<file path="config.mk">
export PLATFORM = sky130hd
export DESIGN_NAME = bp_cache_fill_responder_flat
export DESIGN_NICKNAME = d
export VERILOG_FILES = /design/src/rtl/bp_cache_fill_responder_if.sv /design/src/rtl/bp_cache_fill_responder.sv /design/src/flat_wrapper.sv
export SDC_FILE = /design/constraint.sdc
export NUM_CORES = 2
export LEC_CHECK = 0
export BUFFER_PORTS_ARGS = -buffer_cell sky130_fd_sc_hd__buf_2
export CAP_MARGIN = 20
export CORE_AREA = 2 2 512 514
export DETAILED_ROUTE_END_ITERATION = 10
export DIE_AREA = 0 0 514 516
export GPL_TIMING_DRIVEN = 0
export PLACE_DENSITY = 0.36
export SETUP_SLACK_MARGIN = 0.1
export SLEW_MARGIN = 40
export SYNTH_ARGS = -nofsm -noshare
export SYNTH_HDL_FRONTEND = slang
export SYNTH_SLANG_ARGS = --single-unit
</file>
<file path="constraint.sdc">
create_clock -name clk_i -period 2.2 [get_ports clk_i]
set_input_delay 0.22 -clock clk_i [delete_from_list [all_inputs] [get_ports clk_i]]
set_output_delay 0.22 -clock clk_i [all_outputs]
set_load 0.02 [all_outputs]
</file>
<file path="src/rtl/bp_cache_fill_responder_if.sv">
// Cache-side request, memory command/response and fill-packet bundle for the fill responder.
// master: the responder FSM; slave: cache front end, memory and tag/data/stat arrays.
interface bp_cache_fill_responder_if #(
  parameter int paddr_width_p = 40,
  parameter int sets_p        = 64,
  parameter int assoc_p       = 8,
  parameter int block_width_p = 512
);
  localparam int index_w  = $clog2(sets_p);
  localparam int way_w    = $clog2(assoc_p);
  localparam int offset_w = $clog2(block_width_p / 8);
  localparam int tag_w    = paddr_width_p - index_w - offset_w;

  logic                     cache_req_v_i;
  logic                     cache_req_yumi_o;
  logic [2:0]               cache_req_type_i;
  logic [paddr_width_p-1:0] cache_req_addr_i;
  logic [63:0]              cache_req_data_i;
  logic                     cache_req_metadata_v_i;
  logic [way_w-1:0]         cache_req_metadata_way_i;

  logic                     mem_cmd_v_o;
  logic                     mem_cmd_ready_i;
  logic                     mem_cmd_write_o;
  logic [paddr_width_p-1:0] mem_cmd_addr_o;
  logic [63:0]              mem_cmd_data_o;
  logic                     mem_resp_v_i;
  logic [block_width_p-1:0] mem_resp_data_i;
  logic                     mem_resp_yumi_o;

  logic                     data_mem_pkt_v_o;
  logic                     data_mem_pkt_yumi_i;
  logic                     data_mem_pkt_uncached_o;
  logic [index_w-1:0]       data_mem_pkt_index_o;
  logic [way_w-1:0]         data_mem_pkt_way_o;
  logic [block_width_p-1:0] data_mem_pkt_data_o;

  logic                     tag_mem_pkt_v_o;
  logic                     tag_mem_pkt_yumi_i;
  logic [index_w-1:0]       tag_mem_pkt_index_o;
  logic [way_w-1:0]         tag_mem_pkt_way_o;
  logic [tag_w-1:0]         tag_mem_pkt_tag_o;

  logic                     stat_mem_pkt_v_o;
  logic                     stat_mem_pkt_yumi_i;
  logic [index_w-1:0]       stat_mem_pkt_index_o;
  logic [way_w-1:0]         stat_mem_pkt_way_o;

  logic                     cache_req_complete_o;
  logic                     busy_o;

  modport master (
    input  cache_req_v_i, cache_req_type_i, cache_req_addr_i, cache_req_data_i,
    input  cache_req_metadata_v_i, cache_req_metadata_way_i,
    input  mem_cmd_ready_i, mem_resp_v_i, mem_resp_data_i,
    input  data_mem_pkt_yumi_i, tag_mem_pkt_yumi_i, stat_mem_pkt_yumi_i,
    output cache_req_yumi_o,
    output mem_cmd_v_o, mem_cmd_write_o, mem_cmd_addr_o, mem_cmd_data_o, mem_resp_yumi_o,
    output data_mem_pkt_v_o, data_mem_pkt_uncached_o, data_mem_pkt_index_o,
    output data_mem_pkt_way_o, data_mem_pkt_data_o,
    output tag_mem_pkt_v_o, tag_mem_pkt_index_o, tag_mem_pkt_way_o, tag_mem_pkt_tag_o,
    output stat_mem_pkt_v_o, stat_mem_pkt_index_o, stat_mem_pkt_way_o,
    output cache_req_complete_o, busy_o
  );

  modport slave (
    output cache_req_v_i, cache_req_type_i, cache_req_addr_i, cache_req_data_i,
    output cache_req_metadata_v_i, cache_req_metadata_way_i,
    output mem_cmd_ready_i, mem_resp_v_i, mem_resp_data_i,
    output data_mem_pkt_yumi_i, tag_mem_pkt_yumi_i, stat_mem_pkt_yumi_i,
    input  cache_req_yumi_o,
    input  mem_cmd_v_o, mem_cmd_write_o, mem_cmd_addr_o, mem_cmd_data_o, mem_resp_yumi_o,
    input  data_mem_pkt_v_o, data_mem_pkt_uncached_o, data_mem_pkt_index_o,
    input  data_mem_pkt_way_o, data_mem_pkt_data_o,
    input  tag_mem_pkt_v_o, tag_mem_pkt_index_o, tag_mem_pkt_way_o, tag_mem_pkt_tag_o,
    input  stat_mem_pkt_v_o, stat_mem_pkt_index_o, stat_mem_pkt_way_o,
    input  cache_req_complete_o, busy_o
  );
endinterface

</file>
<file path="src/rtl/bp_cache_fill_responder.sv">
// Serves one cache miss/uncached/write-through request at a time: memory command, response, fill packets.
// Request accepted same cycle in READY; each stage waits on its own ready/valid/yumi, packets retire independently.
module bp_cache_fill_responder #(
  parameter int paddr_width_p = 40,
  parameter int sets_p        = 64,
  parameter int assoc_p       = 8,
  parameter int block_width_p = 512
) (
  input logic                       clk_i,
  input logic                       reset_n_i,
  bp_cache_fill_responder_if.master bus
);
  localparam int index_w  = $clog2(sets_p);
  localparam int way_w    = $clog2(assoc_p);
  localparam int offset_w = $clog2(block_width_p / 8);
  localparam int tag_w    = paddr_width_p - index_w - offset_w;
  localparam int dword_w  = offset_w - 3;

  localparam logic [2:0] req_miss_load  = 3'd0;
  localparam logic [2:0] req_miss_store = 3'd1;
  localparam logic [2:0] req_uc_load    = 3'd2;
  localparam logic [2:0] req_uc_store   = 3'd3;
  localparam logic [2:0] req_wt_store   = 3'd4;

  typedef enum logic [2:0] {
    S_READY,
    S_WAIT_META,
    S_SEND_CMD,
    S_WAIT_RESP,
    S_FILL,
    S_DONE
  } state_e;

  state_e                   state;
  logic [2:0]               req_type;
  logic [paddr_width_p-1:0] req_addr;
  logic [63:0]              req_data;
  logic [way_w-1:0]         req_way;
  logic [block_width_p-1:0] resp_data;
  logic                     data_v;
  logic                     tag_v;
  logic                     stat_v;

  logic                     is_miss;
  logic                     is_store;
  logic                     is_uc_load;
  logic                     fill_done;
  logic [dword_w-1:0]       dword_sel;
  logic [63:0]              uc_dword;

  assign is_miss    = (req_type == req_miss_load) || (req_type == req_miss_store);
  assign is_store   = (req_type == req_uc_store) || (req_type == req_wt_store);
  assign is_uc_load = (req_type == req_uc_load);

  assign dword_sel = req_addr[offset_w-1:3];
  assign uc_dword  = resp_data[{dword_sel, 6'b000} +: 64];

  // A packet that is not outstanding, or is consumed this cycle, no longer holds FILL open.
  assign fill_done = (!data_v || bus.data_mem_pkt_yumi_i)
                  && (!tag_v  || bus.tag_mem_pkt_yumi_i)
                  && (!stat_v || bus.stat_mem_pkt_yumi_i);

  always_ff @(posedge clk_i or negedge reset_n_i) begin
    if (!reset_n_i) begin
      state     <= S_READY;
      req_type  <= '0;
      req_addr  <= '0;
      req_data  <= '0;
      req_way   <= '0;
      resp_data <= '0;
      data_v    <= 1'b0;
      tag_v     <= 1'b0;
      stat_v    <= 1'b0;
    end else begin
      case (state)
        S_READY: begin
          if (bus.cache_req_v_i) begin
            req_type <= bus.cache_req_type_i;
            req_addr <= bus.cache_req_addr_i;
            req_data <= bus.cache_req_data_i;
            case (bus.cache_req_type_i)
              req_miss_load, req_miss_store:            state <= S_WAIT_META;
              req_uc_load, req_uc_store, req_wt_store:  state <= S_SEND_CMD;
              default:                                  state <= S_DONE;
            endcase
          end
        end
        S_WAIT_META: begin
          if (bus.cache_req_metadata_v_i) begin
            req_way <= bus.cache_req_metadata_way_i;
            state   <= S_SEND_CMD;
          end
        end
        S_SEND_CMD: begin
          if (bus.mem_cmd_ready_i) begin
            state <= is_store ? S_DONE : S_WAIT_RESP;
          end
        end
        S_WAIT_RESP: begin
          if (bus.mem_resp_v_i) begin
            resp_data <= bus.mem_resp_data_i;
            data_v    <= 1'b1;
            tag_v     <= is_miss;
            stat_v    <= is_miss;
            state     <= S_FILL;
          end
        end
        S_FILL: begin
          if (bus.data_mem_pkt_yumi_i) data_v <= 1'b0;
          if (bus.tag_mem_pkt_yumi_i)  tag_v  <= 1'b0;
          if (bus.stat_mem_pkt_yumi_i) stat_v <= 1'b0;
          if (fill_done) state <= S_DONE;
        end
        S_DONE: state <= S_READY;
        default: state <= S_READY;
      endcase
    end
  end

  // Acceptance is gated by reset so a request held during reset is never acknowledged.
  assign bus.cache_req_yumi_o = reset_n_i && (state == S_READY) && bus.cache_req_v_i;

  assign bus.mem_cmd_v_o     = (state == S_SEND_CMD);
  assign bus.mem_cmd_write_o = is_store;
  assign bus.mem_cmd_addr_o  = is_miss ? {req_addr[paddr_width_p-1:offset_w], {offset_w{1'b0}}}
                                       : req_addr;
  assign bus.mem_cmd_data_o  = req_data;
  assign bus.mem_resp_yumi_o = (state == S_WAIT_RESP) && bus.mem_resp_v_i;

  assign bus.data_mem_pkt_v_o        = data_v;
  assign bus.data_mem_pkt_uncached_o = is_uc_load;
  assign bus.data_mem_pkt_index_o    = req_addr[offset_w +: index_w];
  assign bus.data_mem_pkt_way_o      = req_way;
  assign bus.data_mem_pkt_data_o     = is_uc_load ? {{(block_width_p-64){1'b0}}, uc_dword}
                                                  : resp_data;

  assign bus.tag_mem_pkt_v_o     = tag_v;
  assign bus.tag_mem_pkt_index_o = req_addr[offset_w +: index_w];
  assign bus.tag_mem_pkt_way_o   = req_way;
  assign bus.tag_mem_pkt_tag_o   = req_addr[paddr_width_p-1 -: tag_w];

  assign bus.stat_mem_pkt_v_o     = stat_v;
  assign bus.stat_mem_pkt_index_o = req_addr[offset_w +: index_w];
  assign bus.stat_mem_pkt_way_o   = req_way;

  assign bus.cache_req_complete_o = (state == S_DONE);
  assign bus.busy_o               = (state != S_READY);
endmodule

</file>
<file path="src/flat_wrapper.sv">
// flat-port wrapper written by rule: the top's interface ports become plain ports
module bp_cache_fill_responder_flat 
#(
  parameter int paddr_width_p = 40,
  parameter int sets_p        = 64,
  parameter int assoc_p       = 8,
  parameter int block_width_p = 512
)
  (clk_i, reset_n_i, bus_cache_req_v_i, bus_cache_req_type_i, bus_cache_req_addr_i, bus_cache_req_data_i, bus_cache_req_metadata_v_i, bus_cache_req_metadata_way_i, bus_mem_cmd_ready_i, bus_mem_resp_v_i, bus_mem_resp_data_i, bus_data_mem_pkt_yumi_i, bus_tag_mem_pkt_yumi_i, bus_stat_mem_pkt_yumi_i, bus_cache_req_yumi_o, bus_mem_cmd_v_o, bus_mem_cmd_write_o, bus_mem_cmd_addr_o, bus_mem_cmd_data_o, bus_mem_resp_yumi_o, bus_data_mem_pkt_v_o, bus_data_mem_pkt_uncached_o, bus_data_mem_pkt_index_o, bus_data_mem_pkt_way_o, bus_data_mem_pkt_data_o, bus_tag_mem_pkt_v_o, bus_tag_mem_pkt_index_o, bus_tag_mem_pkt_way_o, bus_tag_mem_pkt_tag_o, bus_stat_mem_pkt_v_o, bus_stat_mem_pkt_index_o, bus_stat_mem_pkt_way_o, bus_cache_req_complete_o, bus_busy_o);
  bp_cache_fill_responder_if #(.paddr_width_p(paddr_width_p), .sets_p(sets_p), .assoc_p(assoc_p), .block_width_p(block_width_p)) bus_i ();
  input logic clk_i;
  input logic reset_n_i;
  input wire logic [$bits(bus_i.cache_req_v_i)-1:0] bus_cache_req_v_i;
  input wire logic [$bits(bus_i.cache_req_type_i)-1:0] bus_cache_req_type_i;
  input wire logic [$bits(bus_i.cache_req_addr_i)-1:0] bus_cache_req_addr_i;
  input wire logic [$bits(bus_i.cache_req_data_i)-1:0] bus_cache_req_data_i;
  input wire logic [$bits(bus_i.cache_req_metadata_v_i)-1:0] bus_cache_req_metadata_v_i;
  input wire logic [$bits(bus_i.cache_req_metadata_way_i)-1:0] bus_cache_req_metadata_way_i;
  input wire logic [$bits(bus_i.mem_cmd_ready_i)-1:0] bus_mem_cmd_ready_i;
  input wire logic [$bits(bus_i.mem_resp_v_i)-1:0] bus_mem_resp_v_i;
  input wire logic [$bits(bus_i.mem_resp_data_i)-1:0] bus_mem_resp_data_i;
  input wire logic [$bits(bus_i.data_mem_pkt_yumi_i)-1:0] bus_data_mem_pkt_yumi_i;
  input wire logic [$bits(bus_i.tag_mem_pkt_yumi_i)-1:0] bus_tag_mem_pkt_yumi_i;
  input wire logic [$bits(bus_i.stat_mem_pkt_yumi_i)-1:0] bus_stat_mem_pkt_yumi_i;
  output wire logic [$bits(bus_i.cache_req_yumi_o)-1:0] bus_cache_req_yumi_o;
  output wire logic [$bits(bus_i.mem_cmd_v_o)-1:0] bus_mem_cmd_v_o;
  output wire logic [$bits(bus_i.mem_cmd_write_o)-1:0] bus_mem_cmd_write_o;
  output wire logic [$bits(bus_i.mem_cmd_addr_o)-1:0] bus_mem_cmd_addr_o;
  output wire logic [$bits(bus_i.mem_cmd_data_o)-1:0] bus_mem_cmd_data_o;
  output wire logic [$bits(bus_i.mem_resp_yumi_o)-1:0] bus_mem_resp_yumi_o;
  output wire logic [$bits(bus_i.data_mem_pkt_v_o)-1:0] bus_data_mem_pkt_v_o;
  output wire logic [$bits(bus_i.data_mem_pkt_uncached_o)-1:0] bus_data_mem_pkt_uncached_o;
  output wire logic [$bits(bus_i.data_mem_pkt_index_o)-1:0] bus_data_mem_pkt_index_o;
  output wire logic [$bits(bus_i.data_mem_pkt_way_o)-1:0] bus_data_mem_pkt_way_o;
  output wire logic [$bits(bus_i.data_mem_pkt_data_o)-1:0] bus_data_mem_pkt_data_o;
  output wire logic [$bits(bus_i.tag_mem_pkt_v_o)-1:0] bus_tag_mem_pkt_v_o;
  output wire logic [$bits(bus_i.tag_mem_pkt_index_o)-1:0] bus_tag_mem_pkt_index_o;
  output wire logic [$bits(bus_i.tag_mem_pkt_way_o)-1:0] bus_tag_mem_pkt_way_o;
  output wire logic [$bits(bus_i.tag_mem_pkt_tag_o)-1:0] bus_tag_mem_pkt_tag_o;
  output wire logic [$bits(bus_i.stat_mem_pkt_v_o)-1:0] bus_stat_mem_pkt_v_o;
  output wire logic [$bits(bus_i.stat_mem_pkt_index_o)-1:0] bus_stat_mem_pkt_index_o;
  output wire logic [$bits(bus_i.stat_mem_pkt_way_o)-1:0] bus_stat_mem_pkt_way_o;
  output wire logic [$bits(bus_i.cache_req_complete_o)-1:0] bus_cache_req_complete_o;
  output wire logic [$bits(bus_i.busy_o)-1:0] bus_busy_o;
  assign bus_i.cache_req_v_i = bus_cache_req_v_i;
  assign bus_i.cache_req_type_i = bus_cache_req_type_i;
  assign bus_i.cache_req_addr_i = bus_cache_req_addr_i;
  assign bus_i.cache_req_data_i = bus_cache_req_data_i;
  assign bus_i.cache_req_metadata_v_i = bus_cache_req_metadata_v_i;
  assign bus_i.cache_req_metadata_way_i = bus_cache_req_metadata_way_i;
  assign bus_i.mem_cmd_ready_i = bus_mem_cmd_ready_i;
  assign bus_i.mem_resp_v_i = bus_mem_resp_v_i;
  assign bus_i.mem_resp_data_i = bus_mem_resp_data_i;
  assign bus_i.data_mem_pkt_yumi_i = bus_data_mem_pkt_yumi_i;
  assign bus_i.tag_mem_pkt_yumi_i = bus_tag_mem_pkt_yumi_i;
  assign bus_i.stat_mem_pkt_yumi_i = bus_stat_mem_pkt_yumi_i;
  assign bus_cache_req_yumi_o = bus_i.cache_req_yumi_o;
  assign bus_mem_cmd_v_o = bus_i.mem_cmd_v_o;
  assign bus_mem_cmd_write_o = bus_i.mem_cmd_write_o;
  assign bus_mem_cmd_addr_o = bus_i.mem_cmd_addr_o;
  assign bus_mem_cmd_data_o = bus_i.mem_cmd_data_o;
  assign bus_mem_resp_yumi_o = bus_i.mem_resp_yumi_o;
  assign bus_data_mem_pkt_v_o = bus_i.data_mem_pkt_v_o;
  assign bus_data_mem_pkt_uncached_o = bus_i.data_mem_pkt_uncached_o;
  assign bus_data_mem_pkt_index_o = bus_i.data_mem_pkt_index_o;
  assign bus_data_mem_pkt_way_o = bus_i.data_mem_pkt_way_o;
  assign bus_data_mem_pkt_data_o = bus_i.data_mem_pkt_data_o;
  assign bus_tag_mem_pkt_v_o = bus_i.tag_mem_pkt_v_o;
  assign bus_tag_mem_pkt_index_o = bus_i.tag_mem_pkt_index_o;
  assign bus_tag_mem_pkt_way_o = bus_i.tag_mem_pkt_way_o;
  assign bus_tag_mem_pkt_tag_o = bus_i.tag_mem_pkt_tag_o;
  assign bus_stat_mem_pkt_v_o = bus_i.stat_mem_pkt_v_o;
  assign bus_stat_mem_pkt_index_o = bus_i.stat_mem_pkt_index_o;
  assign bus_stat_mem_pkt_way_o = bus_i.stat_mem_pkt_way_o;
  assign bus_cache_req_complete_o = bus_i.cache_req_complete_o;
  assign bus_busy_o = bus_i.busy_o;
  bp_cache_fill_responder #(.paddr_width_p(paddr_width_p), .sets_p(sets_p), .assoc_p(assoc_p), .block_width_p(block_width_p)) u_core (.clk_i(clk_i), .reset_n_i(reset_n_i), .bus(bus_i));
endmodule
</file>
* Word level (Yosys, flattened, before mapping)
Index checks and enable logic that the tools add are counted.
** Word-level totals
- Output and inout port bits :: 681
- Input port bits :: 631
- Register bits :: 628
** Cells by class
- Muxes and demuxes :: 18
- Reductions and logical operators :: 27
- Shift operators :: 1
- Eq/ne operators :: 21
** Operators by type and width (number)
- 512-bit two-way mux :: 1
- 512-bit by 10-bit variable part select with 64-bit output :: 1
- 3-bit by 2-bit == test with 1-bit output (second input constant) :: 6
- 3-bit two-way mux :: 6
- 3-bit case mux with 5 select lines :: 1
- 2-bit != test (second input constant) :: 7
- 3-bit == test (second input constant) :: 4
- 3-bit by 1-bit == test with 1-bit output (second input constant) :: 3
- 3-bit logical NOT :: 3
- 3-bit AND reduction :: 3
- 6-bit two-way mux :: 1
- 1-bit case mux with 2 select lines :: 3
- 3-bit case mux with 2 select lines :: 1
- 2-bit AND reduction :: 3
- 1-bit logical AND :: 5
- 1-bit logical OR :: 5
- 1-bit two-way mux :: 5
- 5-bit AND reduction :: 1
- 1-bit logical NOT :: 3
- 3-bit nonzero test :: 1
- 3-bit OR reduction :: 1
- 2-bit by 1-bit != test with 1-bit output (second input constant) :: 1
- 2-bit nonzero test :: 1
- 2-bit OR reduction :: 1

* Logic depth before layout (Yosys ltp)
- Depth in word-level cells :: 6
- Gate-level depth with buffers :: 9
- Mapped depth without buffers :: 5

* Least setup slack after synthesis
Ideal clock, no wire load.
- Path type :: flip-flop to output port
- Start point :: register u_core.req_type[0]
- End point :: output bus_data_mem_pkt_data_o[10]
- Data required time :: 1.980 ns
- Path buffers :: 2
- Cell stages (with the launch flop) :: 8
- Arrival time :: 1.507 ns
- Slack :: 0.473 ns
- Cell sequence :: dfrtp_1 > nor2_1 > nand2_1 > inv_1 > clkbuf_1 > buf_1 > nand3_1 > nand2_1
** Between the ends
- Word-level cells in the longest chain between the ends :: 2
** RTL lines
- start, declared :: line bp_cache_fill_responder.sv:35 : logic [2:0] req_type;
- start signal, assigned :: line bp_cache_fill_responder.sv:78 : req_type <= bus.cache_req_type_i;
- 3-bit by 2-bit == test with 1-bit output :: line bp_cache_fill_responder.sv:53 : assign is_uc_load = (req_type == req_uc_load);
- 512-bit two-way mux :: line bp_cache_fill_responder.sv:134 : assign bus.data_mem_pkt_data_o = is_uc_load ? {{(block_width_p-64){1'b0}}, uc_dword}
- end, declared :: line flat_wrapper.sv:35 : output wire logic [$bits(bus_i.data_mem_pkt_data_o)-1:0] bus_data_mem_pkt_data_o;
No other way between the ends.

* Worst setup path in the final report
- Start point :: register u_core.req_type[0]
- End point :: output bus_data_mem_pkt_data_o[14]
The elaborated chain is that of the path after synthesis.

==> impl_metrics.env <==
export IMPL_rsz0062_at_grt="true"
export IMPL_setup_viol=547
export IMPL_yosysSeqAreaShare_pct=48.37
export IMPL_htree_levels=3
export IMPL_grt_pass1_vias=37120
export IMPL_outcome="finished with violations"
export IMPL_p_per_area_nw_per_um2=1736
export IMPL_crit_cells=12
export IMPL_critPathArrivalTime_ns=2.69
export IMPL_critical_path_endpoint="bus_data_mem_pkt_data_o[14]"
export IMPL_pwr_share_clk_pct=13.4
export IMPL_die_area_sq_um=265200
export IMPL_max_cap_violations=0
export IMPL_skew_ns=0.03067
export IMPL_ys_warnings_count=0
export IMPL_placed_cells=8421
export IMPL_period_minus_slack_ns=2.914
export IMPL_leakage_nw=31.78
export IMPL_gp_congestion=0.9115
export IMPL_overflow=0
export IMPL_grt_util_met3_pct=4.731
export IMPL_crit_buf_inv=8
export IMPL_path_delay_family="buffers and inverters"
export IMPL_ios=1312
export IMPL_grt_util_met2_pct=33.10
export IMPL_vias_per_cell=3.908
export IMPL_cts_max_path_buffers=3
export IMPL_post_route_util_pct=24.90
export IMPL_grt_met1_usage_pct=24.73
export IMPL_cts_buffers=88
export IMPL_crit_start="u_core.req_type[0]"
export IMPL_p_int_w=0.05912
export IMPL_crit_path_cell_trace="nor2_4 -> buf_12 -> buf_12 -> nand2_8 -> inv_4 -> clkbuf_16 -> buf_16 -> buf_12 -> buf_16 -> nand3_4 -> nand2_4 -> buf_8"
export IMPL_dp_hpwl_microns=217700
export IMPL_crit_fanout=7
export IMPL_start_util_pct=12.53
export IMPL_layout_common_cells="nand2_1, buf_2, dlygate4sd3_1, dfrtp_1, buf_6"
export IMPL_hold_path_class="input port to async pin"
export IMPL_clk_pin_slew_ns=0.06
export IMPL_cts_tree="yes"
export IMPL_hold_viol=0
export IMPL_vdd_drop_max_v=0.0007543
export IMPL_cpMostUsedCell="buf_12"
export IMPL_slew_headroom_pct=39.44
export IMPL_area_delta_synth_final_pct=98.69
export IMPL_vias=36910
export IMPL_drt_first_iter_violations=2317
export IMPL_io_buffers=1311
export IMPL_dr_pass1_iters=5
export IMPL_power_total_w=0.1121
export IMPL_stdcell_count=9444
export IMPL_drt_total_wl_microns=287500
export IMPL_drive_gt1_share_pct=46.84
export IMPL_r2r_end="u_core.resp_data[135]"
export IMPL_cts_root_buf="clkbuf_16"
export IMPL_synth_ff_type="dfrtp_1"
export IMPL_fp_dieH_microns=516
export IMPL_crit_required_ns=1.98
export IMPL_syn_nets=4322
export IMPL_slowest_delay_ns=0.41
export IMPL_crit_type="flip-flop to primary output"
export IMPL_dp_slack_ns=-1.494
export IMPL_synth_edff_count=0
export IMPL_switchingPower_w=0.05295
export IMPL_coreArea_sq_um=259200
export IMPL_finalSetupTns_ns=-269.96
export IMPL_drc_errors=0
export IMPL_syn_area_sq_um=32490
export IMPL_failed_checks="setup timing"
export IMPL_p_sw_share_pct=47.25
export IMPL_critPathSlowestCell="dfrtp_1"
export IMPL_die_width_microns=514
export IMPL_fmax_mhz=343.1
export IMPL_antenna_found_initial=93
export IMPL_busiest_layer="met2"
export IMPL_layout_commonest_cell="nand2_1"
export IMPL_ant_nets=0
export IMPL_avgSynthCellArea_sq_um=8.803
export IMPL_seq_power_share_pct=22.5
export IMPL_cts_sinks=628
export IMPL_cp_end_kind="primary output"
export IMPL_netlist_instances=3691
export IMPL_r2r_setup_slack_ns=-0.07
export IMPL_grt_usage_pct=19.71
export IMPL_routedWlPerCell_microns=30.44
export IMPL_fin_ws_ns=-0.7144
export IMPL_clkLatencyLatePin_ns=0.74
export IMPL_worst_pin_slew_ns=0.9055
export IMPL_rows=187
export IMPL_maxSlewViolCount=0
export IMPL_p_comb_share_pct=64.2
export IMPL_grt_max_degree=89
export IMPL_reg2reg_depth=11
export IMPL_async_reset_ff_share_pct=100.0
export IMPL_nets=6571
export IMPL_period_share_pct=132.5
export IMPL_r2r_start="u_core.state[2]"
export IMPL_synth_cell_type_count=37
export IMPL_ys_seq_elements=628
export IMPL_cp_start_kind="flip-flop"
export IMPL_grt_pass1_wl_microns=349700
-- kinds of logic (layout without fill, tap and decap cells) --
kind of cell / Yosys count / count (layout) / synth area share (%)
simple gates: 2218 / 2219 / 29.57
flops: 628 / 628 / 48.37
mux: 369 / 369 / 11.83
buf+inv: 340 / 2658 / 7.085
compound gates: 136 / 136 / 3.146
other cells: 0 / 32 / 0
-- cells in the mapped netlist, drive strengths merged, types with 5 or more instances --
cell type	n	area share [%]
a22oi	128	3.0
and2	450	8.7
buf	247	6.0
clkbuf	86	1.0
dfrtp	628	48
inv	6	0.069
mux2	110	3.8
mux2i	258	7.9
nand2	1675	19
nand3	66	1.0
nor2	5	0.058
nor2b	8	0.15
-- how the worst min path moves through the flow --
stage | from | slack, ns | depth (start not counted) | endpoint
3_5_place_dp | reset_n_i | 0.06 | 1 | u_core.bus.mem_cmd_data_o[47]
4_1_cts | reset_n_i | -0.08 | 7 | u_core.bus.mem_cmd_data_o[5]
6_report | reset_n_i | 0.05 | 8 | u_core.bus.mem_cmd_data_o[29]
3_3_place_gp | bus_mem_resp_data_i[373] | 0.41 | 3 | u_core.resp_data[373]
5_1_grt | reset_n_i | 0.01 | 8 | u_core.bus.mem_cmd_data_o[4]
2_1_floorplan | reset_n_i | -0.08 | 0 | u_core.bus.data_mem_pkt_v_o
-- per-layer routing --
layer  wire (microns)  vias to the layer above
met5              423                        -
met4            12310                       41
met3            20920                      404
met2           134300                     1770
met1           119500                    18430
li1                 -                    16260
-- area by class of cell --
class,count,area [sq um]
clock inverter,30,312.8
sequential,628,15720
buffer,324,4083
antenna,32,80.08
multi-input combinational,2724,17150
inverter,7,55.05
tap,3402,4257
fill,28190,194700
clock buffer,130,2581
timing repair buffer,2167,20320
-- flip-flops by register name, indices dropped and copies added (netlist names) --
register / flops
u_core.req_type: 3
u_core.bus.data_mem_pkt_way_o: 3
u_core.req_addr: 40
u_core.bus.stat_mem_pkt_v_o: 1
u_core.bus.mem_cmd_data_o: 64
u_core.bus.tag_mem_pkt_v_o: 1
u_core.state: 3
u_core.bus.data_mem_pkt_v_o: 1
u_core.resp_data: 512
-- through the flow --
| step | instance area (sq um) | hold slack (ns) |
|---|---|---|
| after floorplan | 32490 | -0.07559 |
| after global placement | 43310 | 0.4149 |
| after detailed placement | 43870 | 0.05704 |
| after CTS | 56680 | -0.08248 |
| after global routing | 64510 | 0.01155 |
| final | 64560 | 0.05198 |
-- power groups by stage --
stage | sequential (W) | combinational [W] | clock (W)
6_report | 0.0252 | 0.0719 | 0.0150
3_3_place_gp | 0.0244 | 0.0475 | 0
2_1_floorplan | 0.0206 | 0.0260 | 0
4_1_cts | 0.0246 | 0.0570 | 0.0154
5_1_grt | 0.0256 | 0.0751 | 0.0158
3_5_place_dp | 0.0245 | 0.0482 | 0
-- worst min-delay path, delay by kind of cell --
kind | cells | cell delay (ns)
buffers and inverters | 8 | 0.93
-- what timing repair did --
action,in CTS,in global routing
hold buffers,638,3
setup endpoints to repair,1101,1084
cloned,17,68
setup buffers,55,69
pin swaps,61,184
hold endpoints to repair,807,63
gates resized for setup,667,2024
No activity file was read; power rests on OpenSTA's default activity.
